File: src/rtl/hazard_pkg.sv
// Shared types and default sizing for the pipeline hazard controller.
// Imported by hazard_ctrl and load_use_detect.
package hazard_pkg;

    localparam int unsigned REGADDRESS_W_DEFAULT = 5;
    localparam int unsigned MDU_TIMEOUT_DEFAULT  = 64;

    typedef enum logic {
        RUN      = 1'b0,
        MDU_BUSY = 1'b1
    } hazard_state_t;

endpackage

File: src/rtl/load_use_detect.sv
// Combinational load-use hazard comparator.
// Flags a load in EX whose destination feeds a live source operand of the ID instruction.
module load_use_detect
    import hazard_pkg::*;
#(
    parameter int unsigned regAddress_w = REGADDRESS_W_DEFAULT
) (
    input  logic                    ex_memread,
    input  logic [regAddress_w-1:0] ex_rd,
    input  logic [regAddress_w-1:0] id_rs1,
    input  logic [regAddress_w-1:0] id_rs2,
    input  logic                    id_use_rs1,
    input  logic                    id_use_rs2,
    output logic                    hazard
);

    logic rd_nonzero;
    logic hit_rs1;
    logic hit_rs2;

    // x0 is hardwired to zero, so a load targeting it never creates a dependency
    assign rd_nonzero = (ex_rd != '0);
    assign hit_rs1    = id_use_rs1 && (ex_rd == id_rs1);
    assign hit_rs2    = id_use_rs2 && (ex_rd == id_rs2);
    assign hazard     = ex_memread && rd_nonzero && (hit_rs1 || hit_rs2);

endmodule

File: src/rtl/hazard_ctrl.sv
// Pipeline hazard controller: branch flush, load-use stall, multi-cycle unit stall
// with timeout abort, plus a saturating stall-cycle counter and sticky error flag.
module hazard_ctrl
    import hazard_pkg::*;
#(
    parameter int unsigned regAddress_w = REGADDRESS_W_DEFAULT,
    parameter int unsigned MDU_TIMEOUT  = MDU_TIMEOUT_DEFAULT
) (
    input  logic                    clk,
    input  logic                    rst,
    input  logic [regAddress_w-1:0] id_rs1,
    input  logic [regAddress_w-1:0] id_rs2,
    input  logic                    id_use_rs1,
    input  logic                    id_use_rs2,
    input  logic                    ex_memread,
    input  logic [regAddress_w-1:0] ex_rd,
    input  logic                    ex_branch_taken,
    input  logic                    ex_mdu_start,
    input  logic                    mdu_done,
    output logic                    pc_en,
    output logic                    ifid_en,
    output logic                    idex_en,
    output logic                    ifid_flush,
    output logic                    idex_flush,
    output logic                    exmem_bubble,
    output logic                    mdu_abort,
    output logic                    err_sticky,
    output logic [15:0]             stall_cnt
);

    localparam int unsigned BUSY_W = $clog2(MDU_TIMEOUT + 1);
    localparam logic [BUSY_W-1:0] BUSY_LIMIT = BUSY_W'(MDU_TIMEOUT);

    hazard_state_t     state;
    hazard_state_t     state_next;
    logic [BUSY_W-1:0] busy_cnt;
    logic [BUSY_W-1:0] busy_cnt_next;
    logic              load_use;

    load_use_detect #(
        .regAddress_w (regAddress_w)
    ) u_load_use_detect (
        .ex_memread (ex_memread),
        .ex_rd      (ex_rd),
        .id_rs1     (id_rs1),
        .id_rs2     (id_rs2),
        .id_use_rs1 (id_use_rs1),
        .id_use_rs2 (id_use_rs2),
        .hazard     (load_use)
    );

    // NOTE: sequential state uses non-blocking assignments so every register samples pre-edge values.
    always_ff @(posedge clk or posedge rst) begin
        if (rst) begin
            state      <= RUN;
            busy_cnt   <= '0;
            err_sticky <= 1'b0;
            stall_cnt  <= '0;
        end else begin
            state    <= state_next;
            busy_cnt <= busy_cnt_next;
            if (mdu_abort) begin
                err_sticky <= 1'b1;
            end
            if (!pc_en && (stall_cnt != 16'hFFFF)) begin
                stall_cnt <= stall_cnt + 16'd1;
            end
        end
    end

    // NOTE: every output of this block gets a default first, so no path can infer a latch.
    always_comb begin
        state_next    = state;
        busy_cnt_next = busy_cnt;
        pc_en         = 1'b1;
        ifid_en       = 1'b1;
        idex_en       = 1'b1;
        ifid_flush    = 1'b0;
        idex_flush    = 1'b0;
        exmem_bubble  = 1'b0;
        mdu_abort     = 1'b0;

        unique case (state)
            RUN: begin
                if (ex_branch_taken) begin
                    ifid_flush = 1'b1;
                    idex_flush = 1'b1;
                end else if (ex_mdu_start && !mdu_done) begin
                    pc_en         = 1'b0;
                    ifid_en       = 1'b0;
                    idex_en       = 1'b0;
                    exmem_bubble  = 1'b1;
                    state_next    = MDU_BUSY;
                    busy_cnt_next = BUSY_W'(1);
                end else if (load_use) begin
                    // ID/EX still written so the flushed NOP enters EX behind the load
                    pc_en      = 1'b0;
                    ifid_en    = 1'b0;
                    idex_flush = 1'b1;
                end
            end

            MDU_BUSY: begin
                if (mdu_done) begin
                    state_next    = RUN;
                    busy_cnt_next = '0;
                end else if (busy_cnt == BUSY_LIMIT) begin
                    mdu_abort     = 1'b1;
                    idex_flush    = 1'b1;
                    state_next    = RUN;
                    busy_cnt_next = '0;
                end else begin
                    pc_en         = 1'b0;
                    ifid_en       = 1'b0;
                    idex_en       = 1'b0;
                    exmem_bubble  = 1'b1;
                    busy_cnt_next = busy_cnt + BUSY_W'(1);
                end
            end

            default: begin
                state_next    = RUN;
                busy_cnt_next = '0;
            end
        endcase
    end

endmodule

File: config.mk
export PLATFORM = sky130hd
export DESIGN_NAME = hazard_ctrl
export DESIGN_NICKNAME = d
export VERILOG_FILES = /design/src/rtl/hazard_pkg.sv /design/src/rtl/load_use_detect.sv /design/src/rtl/hazard_ctrl.sv
export SDC_FILE = /design/constraint.sdc
export NUM_CORES = 1
export LEC_CHECK = 0
export CAP_MARGIN = 20
export CORE_MARGIN = 4
export CORE_UTILIZATION = 30
export DETAILED_ROUTE_END_ITERATION = 8
export RECOVER_POWER = 50
export SYNTH_ARGS = -nofsm -noshare
export SYNTH_HDL_FRONTEND = slang
export SYNTH_SLANG_ARGS = --single-unit
export TNS_END_PERCENT = 10
File: constraint.sdc
create_clock -name clk -period 3.8 [get_ports clk]
set_clock_uncertainty 0.1 [all_clocks]
set_input_delay 1.14 -clock clk [delete_from_list [all_inputs] [get_ports clk]]
set_output_delay 1.14 -clock clk [all_outputs]
set_load 0.02 [all_outputs]
==> impl_metrics.json <==
{
  "status": "completed",
  "synth-seq-area-share": 0.4274,
  "antenna_found_initial": 0,
  "synth_area_leaders": "dfrtp_1, xor2_1, xnor2_1",
  "detailed_place_hpwl_um": 2595,
  "vias": 1304,
  "final_cell_count_no_fill": 281,
  "fin_crit_sh": 0.9844,
  "synthXorXnorAreaFrac": 0.1376,
  "clockRootBuffer": "clkbuf_8",
  "synthMuxAreaShare": 0.02308,
  "cp_max_fo": 2,
  "ios": 47,
  "slew_headroom": 0.1127,
  "vias_per_cell": 4.641,
  "r2r_end": "stall_cnt[14]",
  "endpoint_kind": "output port",
  "die_area_um2": 6061,
  "grt_max_degree": 26,
  "grt_pass1_wl_um": 5789,
  "synth_edf_count": 0,
  "setup_violations": 0,
  "clk_pin_slew_ns": 0.09,
  "synthDominantCellAreaShare": 0.4274,
  "drt.antenna.violating_nets": 0,
  "tns_ns": 0,
  "worstHoldPathCells": 1,
  "drv_slew": 0,
  "worst-r2r-cell-count": 8,
  "power_density_nw_per_um2": 468.4,
  "report.final.hold_viol_count": 0,
  "critPathRequiredTime_ns": 2.56,
  "dieWidth_um": 77.86,
  "netlist_area_um2": 1464,
  "yosysTopAreaCell": "dfrtp_1",
  "hp-class": "flop to flop",
  "rr_startpoint": "busy_cnt[2]",
  "rrSetupSlack_ns": 1.31,
  "cts.sinks": 25,
  "grt_pass1_vias": 1280,
  "synth_compound_area_frac": 0.08718,
  "rsz0062_at_grt": "true",
  "cts_tree": "built",
  "wl_um": 3422,
  "area_growth_pct": 46.67,
  "first_pass_iters": 4,
  "htree_num_levels": 1,
  "cts_buffers": 3,
  "syn_nets": 180,
  "diodes": 0,
  "drive_gt1_frac": 0.1449,
  "layout_common_cells": "clkdlybuf4s50_1, dfrtp_1, nand2_1, buf_4, xor2_1",
  "clk_latency_ns": 0.27,
  "worstHoldEndpoint": "err_sticky",
  "cts-hold-fix-buffers": 0,
  "ys_ff_latch": 25,
  "synth_top_family_by_area": "simple AND/OR/NAND/NOR gates",
  "yosysWarningCount": 0,
  "regArea_um2": 625.6,
  "route.detailed.drc": 0,
  "grt_overflow": 0,
  "dp.cells": 276,
  "multi_input_area_um2": 794.5,
  "min_period_ns": 3.741,
  "finalNetCount": 241,
  "synthArstFlopShare": 1.000,
  "synth_cell_types": 37,
  "final_common_cell": "clkdlybuf4s50_1",
  "placed_area_um2": 2078,
  "stdcell_area_um2": 2147,
  "worstHoldStart": "err_sticky",
  "core_um2": 4723,
  "critical_path_class": "primary input to output port",
  "dieHeight_um": 77.86,
  "power_leakage_nw": 1.004,
  "gp_congestion": 0.7306,
  "worst_pin_slew_ns": 1.331,
  "grt_util_all_layers": 0.1152,
  "drt_iter0_drc": 66,
  "ir_worst_vdd_uv": 324.8,
  "power.total_mw": 1.006,
  "worstPathArrival_ns": 2.50,
  "max-cap-violations": 0,
  "numPortBuffers": 46,
  "core.rowCount": 25,
  "yosys.area_share.adder": 0.02564,
  "ys.flop_type": "dfrtp_1",
  "initial_core_util": 0.3099,
  "synth-simple-area-share": 0.2573,
  "maxClockFrequency_mhz": 267.3,
  "syn_inst": 154,
  "avgSynthCellArea_um2": 9.506,
  "wl_per_cell_um": 12.18,
  "start_kind": "primary input",
  "cts.path.max_buffers": 2,
  "num-fill-cells": 471
}
[cells in the mapped netlist (2+ instances only)]
library cell and number:
nand4_1 7, nor2_1 8, and3_1 3, a21oi_1 3
nor2b_1 2, nor3_1 8, o21ai_0 9, xnor2_1 11
ha_1 3, mux2_1 2, inv_1 9, nand3_1 7
nor2_2 2, dfrtp_1 25, xor2_1 12, nand2b_1 4
nor4b_1 2, nand2_1 13, nor4_1 4, nor3b_1 3
[layer usage]
metal | global-route usage | part of all wire | vias to the layer above
met3 | 0.03248 | 0.049 | 2
met5 | 0 | 0 | -
met4 | 0.01246 | 0.0038 | 0
met2 | 0.2055 | 0.49 | 29
met1 | 0.1413 | 0.46 | 611
li1 | - | - | 662
[sequential cells by signal, summed over array words and instances, names as in the netlist]
| name | flops |
|---|---|
| busy_cnt | 7 |
| err_sticky | 1 |
| stall_cnt | 16 |
| state | 1 |
[how the worst max path moves through the flow]
stage	startpoint	endpoint	cells after the start
6_report	ex_rd[3]	idex_flush	7
4_1_cts	ex_rd[1]	idex_flush	7
2_1_floorplan	ex_rd[0]	pc_en	6
5_1_grt	id_rs2[2]	idex_flush	7
3_5_place_dp	ex_rd[2]	pc_en	6
3_3_place_gp	ex_rd[0]	pc_en	6
[cell type report]
type                    count  area share
clock buffers               3     0.01923
clock inverters             1    0.003497
inverters                   9     0.01573
multi-input cells         116      0.3700
flip-flops and latches     25      0.2914
well taps                  67     0.03904
repair buffers             60      0.2611
[per-stage QoR]
stage | utilization | worst slack (ns) | hold WS, ns
global placement | 0.4400 | -0.6305 | 0.3577
global route | 0.4546 | -0.0008540 | 0.4146
finish | 0.4546 | 0.05936 | 0.3810
floorplan | - | 0.1187 | 0.3428
detailed placement | 0.4400 | -0.6577 | 0.3572
CTS | 0.4527 | 0.005048 | 0.3892
[power by group]
part           leakage (nW)  total (mW)  switching, mW  internal (mW)
Sequential            0.329       0.384         0.0634          0.320
Clock                0.0217       0.164         0.0893         0.0743
Combinational         0.653       0.458          0.244          0.214
Total                  1.00        1.01          0.397          0.609
[timing repair]
action,in CTS,in global routing
setup buffers,1,0
gates resized for setup,28,12
endpoints found under the setup margin,6,4
pin swaps,6,10
[cells by family (layout without fill, tap and decap cells)]
logic type	after synthesis	after routing
buffers and inverters	13	73
and+or+nand+nor	68	68
xor gates and xnor gates	23	23
adders and majority gates	3	3
DFF	25	25
muxes	3	3
AOI/OAI and AO/OA	19	19
[critical path, cell delays in order]
cell and delay [ns]:
dlygate4sd2_1 0.24, or4_1 0.54, o21ai_2 0.14, inv_2 0.07
a21oi_2 0.13, o31ai_1 0.08, buf_4 0.16
No activity file was read; power rests on OpenSTA's default activity.
